[config.mk]
export PLATFORM = sky130hd
export DESIGN_NAME = lcd_msg_scheduler
export DESIGN_NICKNAME = d
export VERILOG_FILES = /design/src/rtl/lcd_msg_scheduler.sv
export SDC_FILE = /design/constraint.sdc
export NUM_CORES = 1
export LEC_CHECK = 0
export CORE_AREA = 2 2 90 92
export CTS_BUF_LIST = sky130_fd_sc_hd__clkbuf_4 sky130_fd_sc_hd__clkbuf_8
export CTS_CLUSTER_DIAMETER = 60
export CTS_CLUSTER_SIZE = 24
export DETAILED_ROUTE_END_ITERATION = 8
export DIE_AREA = 0 0 92 94
export MAX_ROUTING_LAYER = met4
export SETUP_SLACK_MARGIN = 0.1
export SLEW_MARGIN = 20
export SYNTH_ARGS = -nofsm -noshare
export SYNTH_HDL_FRONTEND = slang
export SYNTH_SLANG_ARGS = --single-unit
export TNS_END_PERCENT = 100
[constraint.sdc]
create_clock -name clk -period 7 [get_ports clk]
set_clock_uncertainty 0.2 [all_clocks]
set_input_delay 1.4 -clock clk [delete_from_list [all_inputs] [get_ports clk]]
set_output_delay 1.4 -clock clk [all_outputs]
set_load 0.02 [all_outputs]
[src/rtl/lcd_msg_scheduler.sv]
// lcd_msg_scheduler: two-requester priority intake, 4-deep code FIFO and textlcd write/hold sequencer.
// Build option LCD_MSG_DEDUP_EN discards codes repeating the FIFO tail or the code on screen.
module lcd_msg_scheduler #(
  parameter int unsigned HOLD_CYCLES = 1000,
  parameter int unsigned WR_TIMEOUT  = 4096,
  parameter logic [2:0]  IDLE_CMD    = 3'b110
) (
  input  logic       clk,
  input  logic       rst,
  input  logic       req_a_valid,
  input  logic [2:0] req_a_cmd,
  output logic       req_a_ready,
  input  logic       req_b_valid,
  input  logic [2:0] req_b_cmd,
  output logic       req_b_ready,
  output logic [2:0] lcd_cmd,
  output logic       lcd_start,
  input  logic       lcd_done,
  output logic       busy,
  output logic [2:0] fifo_count,
  output logic [7:0] drop_cnt
);

  localparam int HW = (HOLD_CYCLES > 1) ? $clog2(HOLD_CYCLES) : 1;
  localparam int TW = (WR_TIMEOUT > 1) ? $clog2(WR_TIMEOUT) : 1;
  localparam logic [HW-1:0] HOLD_LOAD = HW'(HOLD_CYCLES - 1);
  localparam logic [HW-1:0] HOLD_ONE  = HW'(1);
  localparam logic [HW-1:0] HOLD_ZERO = HW'(0);
  localparam logic [TW-1:0] TO_LAST   = TW'(WR_TIMEOUT - 1);
  localparam logic [TW-1:0] TO_ONE    = TW'(1);
  localparam logic [TW-1:0] TO_ZERO   = TW'(0);

  typedef enum logic [1:0] {
    S_IDLE  = 2'd0,
    S_START = 2'd1,
    S_WRITE = 2'd2,
    S_HOLD  = 2'd3
  } state_t;

  state_t        state_r, state_nx_s;
  logic [2:0]    fifo_mem_r [4];
  logic [1:0]    wr_ptr_r, rd_ptr_r;
  logic [2:0]    count_r, count_nx_s;
  logic          accept_en_r;
  logic [HW-1:0] hold_cnt_r, hold_cnt_nx_s;
  logic [TW-1:0] to_cnt_r, to_cnt_nx_s;
  logic [2:0]    lcd_cmd_r;
  logic          lcd_start_r, busy_r;
  logic [7:0]    drop_cnt_r, drop_nx_s;
  logic          has_room_s, push_a_s, push_b_s, push_s, dup_s, store_s;
  logic          pop_s, timeout_s;
  logic [2:0]    push_code_s;
  logic [1:0]    drop_inc_s;
`ifdef LCD_MSG_DEDUP_EN
  logic [2:0]    tail_s;
`endif

  // Ready uses the registered count only, so a full FIFO refuses even while popping.
  assign req_a_ready = has_room_s;
  assign req_b_ready = has_room_s && !req_a_valid;
  assign lcd_cmd     = lcd_cmd_r;
  assign lcd_start   = lcd_start_r;
  assign busy        = busy_r;
  assign fifo_count  = count_r;
  assign drop_cnt    = drop_cnt_r;

  // Intake arbitration, duplicate filter, occupancy and drop counter next values.
  always_comb begin
    has_room_s  = accept_en_r && (count_r < 3'd4);
    push_a_s    = req_a_valid && has_room_s;
    push_b_s    = req_b_valid && has_room_s && !req_a_valid;
    push_s      = push_a_s || push_b_s;
    push_code_s = push_a_s ? req_a_cmd : req_b_cmd;
`ifdef LCD_MSG_DEDUP_EN
    tail_s = fifo_mem_r[wr_ptr_r - 2'd1];
    if (count_r != 3'd0) begin
      dup_s = push_s && (push_code_s == tail_s);
    end else begin
      dup_s = push_s && busy_r && (push_code_s == lcd_cmd_r);
    end
`else
    dup_s = 1'b0;
`endif
    store_s = push_s && !dup_s;
    case ({store_s, pop_s})
      2'b10:   count_nx_s = count_r + 3'd1;
      2'b01:   count_nx_s = count_r - 3'd1;
      default: count_nx_s = count_r;
    endcase
    drop_inc_s = {1'b0, timeout_s} + {1'b0, dup_s};
    if (drop_cnt_r > (8'd255 - {6'd0, drop_inc_s})) begin
      drop_nx_s = 8'd255;
    end else begin
      drop_nx_s = drop_cnt_r + {6'd0, drop_inc_s};
    end
  end

  // Sequencer next state: pop, strobe, wait for textlcd, then hold the message on screen.
  always_comb begin
    state_nx_s    = state_r;
    pop_s         = 1'b0;
    timeout_s     = 1'b0;
    hold_cnt_nx_s = hold_cnt_r;
    to_cnt_nx_s   = to_cnt_r;
    case (state_r)
      S_IDLE: begin
        if (count_r != 3'd0) begin
          pop_s      = 1'b1;
          state_nx_s = S_START;
        end else begin
          state_nx_s = S_IDLE;
        end
      end
      S_START: begin
        to_cnt_nx_s = TO_ZERO;
        state_nx_s  = S_WRITE;
      end
      S_WRITE: begin
        if (lcd_done) begin
          hold_cnt_nx_s = HOLD_LOAD;
          to_cnt_nx_s   = TO_ZERO;
          state_nx_s    = S_HOLD;
        end else if (to_cnt_r == TO_LAST) begin
          timeout_s   = 1'b1;
          to_cnt_nx_s = TO_ZERO;
          state_nx_s  = S_IDLE;
        end else begin
          to_cnt_nx_s = to_cnt_r + TO_ONE;
        end
      end
      S_HOLD: begin
        if (hold_cnt_r != HOLD_ZERO) begin
          hold_cnt_nx_s = hold_cnt_r - HOLD_ONE;
        end else if (count_r != 3'd0) begin
          pop_s      = 1'b1;
          state_nx_s = S_START;
        end else begin
          state_nx_s = S_IDLE;
        end
      end
      default: state_nx_s = S_IDLE;
    endcase
  end

  // State, FIFO storage and registered LCD-side outputs.
  always_ff @(posedge clk or posedge rst) begin
    if (rst) begin
      state_r     <= S_IDLE;
      for (int i = 0; i < 4; i++) begin
        fifo_mem_r[i] <= 3'd0;
      end
      wr_ptr_r    <= 2'd0;
      rd_ptr_r    <= 2'd0;
      count_r     <= 3'd0;
      accept_en_r <= 1'b0;
      hold_cnt_r  <= HOLD_ZERO;
      to_cnt_r    <= TO_ZERO;
      lcd_cmd_r   <= IDLE_CMD;
      lcd_start_r <= 1'b0;
      busy_r      <= 1'b0;
      drop_cnt_r  <= 8'd0;
    end else begin
      state_r     <= state_nx_s;
      count_r     <= count_nx_s;
      accept_en_r <= 1'b1;
      hold_cnt_r  <= hold_cnt_nx_s;
      to_cnt_r    <= to_cnt_nx_s;
      lcd_start_r <= (state_nx_s == S_START);
      busy_r      <= (state_nx_s != S_IDLE);
      drop_cnt_r  <= drop_nx_s;
      if (store_s) begin
        fifo_mem_r[wr_ptr_r] <= push_code_s;
        wr_ptr_r             <= wr_ptr_r + 2'd1;
      end
      if (pop_s) begin
        lcd_cmd_r <= fifo_mem_r[rd_ptr_r];
        rd_ptr_r  <= rd_ptr_r + 2'd1;
      end
    end
  end

endmodule

==> run summary, run 1 <==
The flow ran to the end, and the final reports show no timing, DRC or antenna violations. The initial antenna violation count came out at 0. The critical path is of the primary input to output pin type. Leaving out fill and tap cells, the most frequent cell in the layout is sky130_fd_sc_hd__dfrtp_1. The synthesized area divided by synthesized cell count is between 10 and 15 um2.

The first-pass detailed-route iteration total is 4. For the worst flop-to-flop path, the logic depth is 10. Setup violations remaining at the end of the flow were counted as 0. The master of the slowest instance on the critical path is sky130_fd_sc_hd__clkdlybuf4s50_1. The clock tree buffer depth is 2. Registers are responsible for 37.2% of the overall power. The analysis attributes to net switching a power of 0.469 mW. The largest fanout on the critical path came out at 3.

The number of nets in the final layout came out at 339. The clock net sink count is 57. Of the total power, the share spent switching nets is 34.6%.

Based on the critical path, the design can be clocked at up to 239 MHz. The number of maximum-capacitance constraint violations came out at 0. The share of power burned in the clock network is 25.7%. The library cells used most frequently in the layout, excluding fill and tap cells, are 55 x sky130_fd_sc_hd__dfrtp_1, 28 x sky130_fd_sc_hd__nor2_1, 28 x sky130_fd_sc_hd__clkdlybuf4s50_1.

The path type of the worst min-delay path is flop to flop. The share of layout cells above drive strength 1 came out at 17.0%. Summed over all failing endpoints, the final setup total negative slack is 0 ps.

The standard-cell row count came out at 32. The final hold violation count came out at 0. The synthesized design contains 0 enable-type register cells.

The sum of internal, switching and leakage power came out at approximately 1.4 mW. Counting the fill cells in the layout gives a little over 700. The end point of the critical path is req_b_ready. Compared with the post-synthesis result, the final layout area differs by 20.5%. The area of the mapped netlist came out at between 3000 and 4000 um2. After detailed routing, the number of vias per cell comes to 5.05. The starting DRC count in detailed routing is 99.

Once placement finished, the instance area stood at 3420 um2. The number of port buffers is 28. The full die area is 8650 um2. TritonCTS built the clock tree. Post-CTS repair changed the size of 0 cells. The routed wire length came out at 5660 um. The global-route wire length before repair came out at between 9000 and 10000 um.

For this design the top-level I/O count stands at 29. The design area is between 3000 and 4000 um2. The warning count from the yosys run is 0. The reg-to-reg critical path startpoint is state_r[1]. The primary flip-flop cell chosen by synthesis mapping is sky130_fd_sc_hd__dfrtp_1. The via count of the first global-routing pass came out at 2062. The data arrival at the endpoint of the critical path came out at 2580 ps. The placeable core area is 7610 um2. The normalized max-slew margin is between 50% and 60%. The capture instance of the worst register-to-register path is fifo_count[2].

Counting distinct cell types in the post-synthesis netlist gives 52. The leftover overflow at the end of global routing came out at 0. The total power divided by cell area is 372 nW/um2. The peak ir drop on the vdd network is 0.186 mV. The final routed DRC violation total came out at 0.

The final max-slew violation count is 0. In this run the post-CTS setup repair buffer count came out at 0. For this run, the total global-route usage over all layers was measured as ~15%. The number of instances in the synthesized netlist came out at 277. After clock tree synthesis, the clock-pin slew on the worst setup and hold paths is roughly 70 ps. The post-cts hold buffer count is 0. Setup repair after global routing left no endpoint under its margin. The worst-case register-to-register setup slack came out at approximately 3900 ps.

The fraction of power consumed by combinational cells came out at 37.1%. Once detail routing completed, the nets flagged for antenna violations numbered 0. The post-synthesis async set-or-reset flop share came out at between 90% and 100%. The fraction of synthesized cell area taken by the top area cell type is a little under half.

STA classifies the critical path startpoint as a primary input. The worst setup path is captured at an output pin. The data required time at the worst endpoint is 5400 ps. The leakage dissipation is roughly 1.6 nW.

The number of H-tree levels is 3. Summing over every cut layer, the via total after detailed routing is between 2000 and 2500. Counting flops and latches in the post-synthesis netlist gives between 50 and 60. The post-synth net total is 304.

The weighted congestion at the end of routability-driven global placement came out at between 0.8 and 0.9. The largest single stage delay on the critical path is 610 ps. Entering global routing, the biggest net connects 58 pins. The critical path goes through clkdlybuf4s50_1 -> nor2b_1 -> clkdlybuf4s50_1. The number of CTS-inserted buffers is 9.

The cell that appears most often on the critical path is sky130_fd_sc_hd__clkdlybuf4s50_1. The portion of the post-synthesis area used by sequential elements came out at 47.2%. The final period utilization came out at 59.7%. The number of stages on the worst hold path is 1. The initial utilization of the core area, before any placement, comes to 39.8%. Summed over all instances, the cell type with the most area after synthesis is sky130_fd_sc_hd__dfrtp_1. In this run the vertical extent of the chip is 94 um. The chip width is 92 um. By area the synthesized netlist is led by sky130_fd_sc_hd__dfrtp_1 45%, sky130_fd_sc_hd__mux2_2 6.7%, sky130_fd_sc_hd__ha_1 6.2%. The tree is rooted in a sky130_fd_sc_hd__clkbuf_8. The detailed-placement wirelength estimate came out at 4080 um. The slew at the pin with the worst max-slew slack is 718 ps. The internal power of the cells came out at 0.887 mW. The minimum period implied by the final worst setup slack is 4180 ps.

The number of diodes is 0. Clock latency on the worst-skew pair, taken at its later pin, is ~340 ps. The critical path starts at req_a_valid. The per-cell routed wire length came out at ~14 um.
==> registers in the layout, indices dropped and copies added (netlist names), 2 cells and up <==
register	flops
wr_ptr_r	2
to_cnt_r	12
hold_cnt_r	10
rd_ptr_r	2
lcd_cmd	3
fifo_count	3
fifo_mem_r	12
state_r	2
drop_cnt	8
==> cell type report <==
class | instances | area [um2] | share of cell area (%)
Sequential cell | 57 | 1430 | 39.2
Clock buffer | 10 | 138 | 3.78
Tap cell | 102 | 128 | 3.50
Clock inverter | 6 | 90.1 | 2.47
Multi-Input combinational cell | 199 | 1510 | 41.5
Timing Repair Buffer | 29 | 288 | 7.90
Inverter | 16 | 60.1 | 1.65
==> power groups by stage <==
stage / sequential, mW / clock (mW) / combinational (mW)
6_report: 0.505 / 0.349 / 0.503
5_1_grt: 0.519 / 0.377 / 0.560
4_1_cts: 0.505 / 0.360 / 0.510
3_5_place_dp: 0.511 / 0 / 0.507
3_3_place_gp: 0.506 / 0 / 0.499
2_1_floorplan: 0.511 / 0 / 0.369
==> cell usage after synthesis (6+ instances only) <==
cell type and count:
sky130_fd_sc_hd__dfrtp_1 55, sky130_fd_sc_hd__nor2_1 28, sky130_fd_sc_hd__nand2_1 26, sky130_fd_sc_hd__mux2_2 18, sky130_fd_sc_hd__inv_1 16, sky130_fd_sc_hd__ha_1 15
sky130_fd_sc_hd__nand3_1 13, sky130_fd_sc_hd__xor2_1 12, sky130_fd_sc_hd__xnor2_1 7, sky130_fd_sc_hd__nand4_1 6, sky130_fd_sc_hd__o21ai_0 6
==> cells by family (layout without fill, tap and decap cells) <==
group                      after synthesis  count (layout)  synth area share [%]
AOI/OAI and AO/OA                       31              31                  7.69
adders and majority gates               16              16                  6.87
buffers and inverters                   21              61                  2.77
other                                    1               1                 0.124
DFF                                     57              57                  47.2
and+or+nand+nor                        105             105                  18.4
xor gates and xnor gates                19              19                  5.50
muxes                                   27              27                  11.4
==> worst max-delay path: cells and delay by family <==
kind	cells	cell delay, ps
buffers and inverters	2	1060
AND/OR/NAND/NOR	1	120
==> worst min-delay path by stage <==
stage                                 to  slack [ps]      startpoint
final                      fifo_mem_r[7]         310   fifo_mem_r[7]
after global placement     fifo_mem_r[4]         280   fifo_mem_r[4]
after global routing       fifo_mem_r[2]         320   fifo_mem_r[2]
after CTS                 fifo_mem_r[11]         310  fifo_mem_r[11]
after detailed placement   fifo_mem_r[6]         290   fifo_mem_r[6]
after floorplan            fifo_mem_r[3]         270   fifo_mem_r[3]
==> stage by stage <==
stage / setup slack, ps / std cells / hold slack [ps] / utilization, %
floorplan: 3700 / 277 / 274 / -
global placement: 2840 / 403 / 283 / 44.9
detailed placement: 2820 / 403 / 294 / 44.9
CTS: 2820 / 419 / 310 / 47.9
global route: 2760 / 419 / 322 / 47.9
finish: 2820 / 419 / 306 / 47.9
==> layer usage <==
layer / share of wire [%] / track usage, % / routed length (um)
met1: 49 / 19.0 / 2760
met2: 46 / 22.9 / 2620
met3: 3.4 / 4.33 / 191
met4: 1.6 / 5.85 / 89
met5: 0 / - / 0
No activity file was read; power rests on OpenSTA's default activity.
==> run 2: changes to the inputs <==
==> constraint.sdc (replaced) <==
create_clock -name clk -period 4.35 [get_ports clk]
set_clock_uncertainty 0.2 [all_clocks]
set_input_delay 0.87 -clock clk [delete_from_list [all_inputs] [get_ports clk]]
set_output_delay 0.87 -clock clk [all_outputs]
set_load 0.02 [all_outputs]
==> run summary, run 2 (synthesis gave the netlist of run 1 again) <==
The sum of internal, switching and leakage power came out at 2.03 mW (+50%). Walking the worst path, the cells encountered are clkdlybuf4s50_1 -> nor2b_1 -> clkdlybuf4s50_1. The overall routing resource usage is 15.1% (+0.12 points). The clock tree buffer depth is 2 (unchanged). The most common cell type on the critical path is sky130_fd_sc_hd__clkdlybuf4s50_1.

The leakage dissipation is 1.59 nW (-1.5%). The final period utilization came out at 71.6%. The final hold violation count came out at 0 (unchanged).

The number of nets in the final layout is 340 (+0.29%). The post-CTS clock slew at the launch and capture registers of the worst setup and hold paths came out at 60 ps (about the same). Static timing analysis puts the maximum clock frequency at 321 MHz. The run finished with clean final reports. The kind of capture point of the worst setup path is an output pin. The number of nets with antenna violations after routing is 0 (unchanged). The I/O pin count came to 29 (unchanged). The worst-case register-to-register setup slack is 1310 ps (-2630 ps).

The slew at the pin with the worst max-slew slack is 830 ps (+112 ps). The total power divided by cell area came out at 567 nW/um2 (+52%). The number of H-tree levels was 3 (unchanged). The most common cell after layout, fill and taps aside is sky130_fd_sc_hd__dfrtp_1.

The tightest min-delay check is of the flop to flop type. The full die area is 8650 um2 (unchanged). The largest net degree at the start of global routing is 42 (-28%). The minimum period implied by the final worst setup slack is 3110 ps. The largest fanout on the critical path came to 3 (unchanged). The effective utilization at floorplan came out at 39.8% (unchanged).

STA classifies the critical path startpoint as a primary input. The peak per-stage delay on the critical path came out at 610 ps (about the same). The number of diodes came out at 0 (unchanged). The clock net sink count is 57 (unchanged).

The area growth from synthesis to layout is 18.5%. The first-pass detailed-route iteration total is 5 (+1). The share of power burned in registers came out at 39.9% (+2.7 points). The die height was 94 um (unchanged). The share of layout cells above drive strength 1 is 17.0% (unchanged).

Setup repair after global routing left no endpoint under its margin. The count of buffer and inverter cells on the critical path is 2 (unchanged). The final sum of negative setup slack is 0 ps (unchanged). The leftover overflow at the end of global routing is 0 (unchanged). The share of power burned in the clock network came out at 20.2% (-5.5 points). The final max-slew violation count came out at 0 (unchanged). The number of non-filler instances in the completed layout is 419 (unchanged). The post-cts hold buffer count came out at 0 (unchanged). The post-detailed-placement cell area came out at 3420 um2 (+0.22%).

The number of port buffers came out at 28 (unchanged). The standard-cell row count came to 32 (unchanged). The number of setup violations in the final report came out at 0 (unchanged). The library cells used most frequently in the layout, excluding fill and tap cells, are 55 x sky130_fd_sc_hd__dfrtp_1, 28 x sky130_fd_sc_hd__nor2_1, 28 x sky130_fd_sc_hd__clkdlybuf4s50_1.

The largest registers in the layout are fifo_mem_r x12, to_cnt_r x12, hold_cnt_r x10. The total number of vias came to 2098 (-0.94%). The chip width came out at 92 um (unchanged). The routed via count divided by cell count is 5.01 (-0.94%). The net switching power of the design came out at 0.743 mW (+58%).

The number of maximum-capacitance constraint violations came to 0 (unchanged). The internal power of the cells came out at 1.29 mW (+45%). The clock tree root driver cell is sky130_fd_sc_hd__clkbuf_8.

The routed wire length is 5590 um (-1.3%). The critical path is of the primary input to output pin type. The weighted congestion at the end of routability-driven global placement is 0.779 (-5.2%). The peak ir drop on the vdd network is 0.319 mV (+72%). The initial antenna violation count came to 0 (unchanged). The family with the most delay on the worst path is buffers and inverters. The data arrival at the endpoint of the critical path came out at 2040 ps (-540 ps).

The global-route wire length before repair came to 10100 um (+2.3%). The count of fill cells added during filler insertion came out at 730 (+3.5%). TritonCTS built the clock tree. The number of CTS-inserted buffers came to 9 (unchanged). The placeable core area came out at 7610 um2 (unchanged).

The post-placement cell count is 404 (+0.25%). The fraction of power consumed by combinational cells was 39.9% (+2.8 points). The normalized max-slew margin came out at 44.6% (-7.6 points). The detailed-placement wirelength estimate was 4070 um (-0.32%).

The final routed DRC violation total came out at 0 (unchanged). The clock latency at the later pin of the worst-skew pair came out at 330 ps (about the same). The design area came out at 3580 um2 (-1.6%). The net switching fraction of the power is 36.6% (+2.0 points).

For this design, the slowest cell found on the critical path is sky130_fd_sc_hd__clkdlybuf4s50_1. The post-CTS setup repair buffer count is 0 (unchanged). The data required time at the worst endpoint is 3280 ps (-2120 ps). The via count of the first global-routing pass was 2132 (+3.4%). The per-cell routed wire length is 13.3 um (-1.3%). The starting DRC count in detailed routing is 79 (-20%). The count of instances resized after the clock tree is built is 0 (unchanged).
[run 2: cell types whose count changed in the layout (fill, tap and decap cells not counted)]
cell,change
sky130_fd_sc_hd__inv_6,-1
sky130_fd_sc_hd__buf_4,+1
sky130_fd_sc_hd__bufinv_16,-2
sky130_fd_sc_hd__clkinv_2,+3
sky130_fd_sc_hd__clkbuf_8,-1
[run 2: metrics by stage]
stage / setup WS [ps] / utilization, % / hold WS (ps)
detailed placement: 1250 / 45.0 / 289
global route: 1070 / 47.1 / 317
floorplan: 1630 / - / 274
CTS: 1230 / 47.1 / 304
global placement: 1250 / 45.0 / 284
finish: 1240 / 47.1 / 301
[run 2: final cells by class]
type,instances,area [um2],area share [%]
Sequential cell,57,1430,39.9
Timing Repair Buffer,30,295,8.24
Clock buffer,9,124,3.46
Clock inverter,6,36.3,1.01
Inverter,16,60.1,1.68
Tap cell,102,128,3.56
Multi-Input combinational cell,199,1510,42.2
[run 2: worst paths after layout]
check	start	end	cells after the start
hold / removal	fifo_mem_r[3]	fifo_mem_r[3]	1
setup reg to reg	state_r[1]	fifo_count[2]	10
hold reg to reg	fifo_mem_r[3]	fifo_mem_r[3]	1
min in group asynchronous	rst	drop_cnt[4]	2
setup / recovery	req_a_valid	req_b_ready	3
max in group asynchronous	rst	hold_cnt_r[5]	3
[run 2: power groups by stage]
stage                     Clock (mW)  Combinational [mW]  Sequential [mW]
after global routing           0.450               0.915            0.835
after global placement             0               0.802            0.814
after CTS                      0.424               0.825            0.813
after detailed placement           0               0.815            0.823
after floorplan                    0               0.594            0.822
final                          0.410               0.811            0.811
[run 2: metal layers]
metal  vias up  track usage, %  part of all wire [%]
li1       1044               -                     -
met1      1012            19.6                    49
met2        31            23.4                    46
met3        11            2.89                   2.8
met4         0            6.34                   2.0
met5         -               -                     0
==> run 3: changes to the inputs <==
==> constraint.sdc (replaced) <==
create_clock -name clk -period 2.73 [get_ports clk]
set_clock_uncertainty 0.2 [all_clocks]
set_input_delay 0.546 -clock clk [delete_from_list [all_inputs] [get_ports clk]]
set_output_delay 0.546 -clock clk [all_outputs]
set_load 0.02 [all_outputs]
==> run summary, run 3 (synthesis gave the netlist of run 1 again) <==
The run finished with clean final reports. The I/O pin count is 29 (unchanged). The share of the core filled with cells is 49.8% (+2.7 points). The overall routing resource usage came out at 15.6% (+0.46 points). The post-layout worst setup margin came out at 218 ps (-1020 ps). The path type of the worst setup path is flop to flop. The number of setup violations in the final report was 0 (unchanged).

The worst setup path is captured at a flop. The via count of the first global-routing pass is 2217 (+4.0%). The largest net degree at the start of global routing came to 30 (-29%). The peak per-stage delay on the critical path is 420 ps (-190 ps).

The design area was 3790 um2 (+5.7%). From synthesis to final layout, the design area changed by 25.2%. The master of the slowest instance on the critical path is sky130_fd_sc_hd__dfrtp_1. The leftover overflow at the end of global routing is 0 (unchanged).

The global-route wire length before repair was 10200 um (+1.1%). The effective utilization at floorplan is 39.8% (unchanged). The per-cell routed wire length is 13.6 um (+1.8%). The leakage dissipation is 1.68 nW (+6.0%). The achievable frequency came out at 398 MHz. The starting DRC count in detailed routing is 58 (-27%). The final max-slew violation count came out at 0 (unchanged). The initial antenna violation count is 0 (unchanged). The total number of vias came to 2137 (+1.9%). The final hold violation count is 0 (unchanged). The library cell used most frequently in the layout, excluding fill and tap cells, is sky130_fd_sc_hd__dfrtp_1. The critical path launch point type is a flop. The number of diodes came out at 0 (unchanged). The routed wire length came out at 5840 um (+4.5%). The die height is 94 um (unchanged). The post-placement cell count is 413 (+2.2%).

TritonCTS built the clock tree. The final period utilization came out at between 90% and 100%. The data arrival at the endpoint of the critical path is 2570 ps (+530 ps).

The data required time at the worst endpoint came out at 2790 ps (-490 ps). The detailed-placement wirelength estimate is 4300 um (+5.7%). The number of port buffers is 28 (unchanged). The full die area came out at 8650 um2 (unchanged). The largest fanout on the critical path came out at 5 (+2). The standard-cell row count is 32 (unchanged).

The post-CTS clock slew at the launch and capture registers of the worst setup and hold paths came out at 70 ps (about the same). The peak ir drop on the vdd network came to 0.675 mV (+110%). The number of CTS-inserted buffers was 9 (unchanged).

The number of maximum-capacitance constraint violations came out at 0 (unchanged). The largest registers in the layout are fifo_mem_r x12, to_cnt_r x12, hold_cnt_r x10. The clock net sink count came out at 57 (unchanged). The normalized max-slew margin came to 64.2% (+20 points). The tightest min-delay check is of the primary input to asynchronous set/reset pin type. The count of buffer and inverter cells on the critical path came out at 3 (+1).

The final routed DRC violation total came out at 0 (unchanged). The routed design could run at a clock period as short as 2510 ps. The slew at the pin with the worst max-slew slack came out at 535 ps (-295 ps). The chip width is 92 um (unchanged). The total power divided by cell area was 968 nW/um2 (+71%). The number of nets with antenna violations after routing is 0 (unchanged). The final sum of negative setup slack is 0 ps (unchanged). The clock latency at the later pin of the worst-skew pair came to 340 ps (about the same). The weighted congestion at the end of routability-driven global placement came out at 0.759 (-2.5%). The depth of the critical timing path with buffers and inverters included is 11 (+8).

The most common cell type on the critical path is sky130_fd_sc_hd__inv_1. The first-pass detailed-route iteration total came to 4 (-1). The number of H-tree levels came to 3 (unchanged). The number of cells on the worst reg-to-reg path was 11 (+1). The clock tree buffer depth came out at 2 (unchanged). The sum of internal, switching and leakage power is 3.67 mW (+80%). The post-detailed-placement cell area came out at 3520 um2 (+2.9%).

In this run the clock root is driven by a sky130_fd_sc_hd__clkbuf_8. The worst slack at placement is 71.3 ps (-1170 ps). The critical path goes through inv_1 -> ha_1 -> inv_1 -> and2_1 -> o21a_4 -> ha_4 -> inv_1 -> fa_2 -> xor2_1 -> nor2_1 -> xor2_1.

The number of non-filler instances in the completed layout is 430 (+2.6%). Setup repair after global routing could not meet its margin everywhere. The placeable core area was 7610 um2 (unchanged). The family with the most delay on the worst path is adder cells.

The number of nets in the final layout is 350 (+2.9%). In the layout the commonest cells are 54 x sky130_fd_sc_hd__dfrtp_1, 28 x sky130_fd_sc_hd__nor2_1, 28 x sky130_fd_sc_hd__clkdlybuf4s50_1. The routed via count divided by cell count came out at 4.97 (-0.75%). The share of layout cells above drive strength 1 is 21.6% (+4.6 points). The tightest hold margin is 253 ps (-48.6 ps).
## run 3: area by class of cell
| cell class | count | area [um2] |
|---|---|---|
| clock buffer | 11 | 145 |
| clock inverter | 5 | 104 |
| fill | 695 | 3820 |
| inverter | 16 | 60.1 |
| multi-input combinational | 199 | 1540 |
| sequential | 57 | 1430 |
| tap | 102 | 128 |
| timing repair buffer | 40 | 383 |
## run 3: final timing paths
check / start / endpoint / slack, ps
max: state_r[0] / fifo_count[2] / 220
min: rst / drop_cnt[4] / 250
max reg2reg: state_r[0] / fifo_count[2] / 220
min reg2reg: fifo_mem_r[6] / fifo_mem_r[6] / 300
max in group asynchronous: rst / to_cnt_r[11] / 1550
min in group clk: fifo_mem_r[6] / fifo_mem_r[6] / 300
## run 3: what timing repair did
| action | CTS | global route |
|---|---|---|
| buffers inserted | 1 | 0 |
| hold buffers | 0 | 0 |
| endpoints found under the setup margin | 1 | 7 |
| pin swaps | 1 | 0 |
| cloned | 0 | 0 |
| gates resized for setup | 0 | 3 |
## run 3: power breakdown
group	internal (mW)	switching (mW)
clock network	0.641	0.347
logic	0.714	0.676
registers	1.09	0.196
## run 3: metal layers
| layer | share of wire, % | GRT usage (%) | routed length, um |
|---|---|---|---|
| met5 | 0 | - | 0 |
| met4 | 2.3 | 7.96 | 133 |
| met2 | 47 | 24.0 | 2760 |
| met3 | 2.7 | 3.85 | 160 |
| met1 | 48 | 19.2 | 2780 |
## run 3: worst register-to-register path, stage by stage, from the launching register on
cell                      delay (ps)
sky130_fd_sc_hd__dfrtp_1         420
sky130_fd_sc_hd__inv_1           110
sky130_fd_sc_hd__ha_1            330
sky130_fd_sc_hd__inv_1           130
sky130_fd_sc_hd__and2_1          180
sky130_fd_sc_hd__o21a_4          150
sky130_fd_sc_hd__ha_4            130
sky130_fd_sc_hd__inv_1            50
sky130_fd_sc_hd__fa_2            330
sky130_fd_sc_hd__xor2_1          140
sky130_fd_sc_hd__nor2_1          130
sky130_fd_sc_hd__xor2_1          150
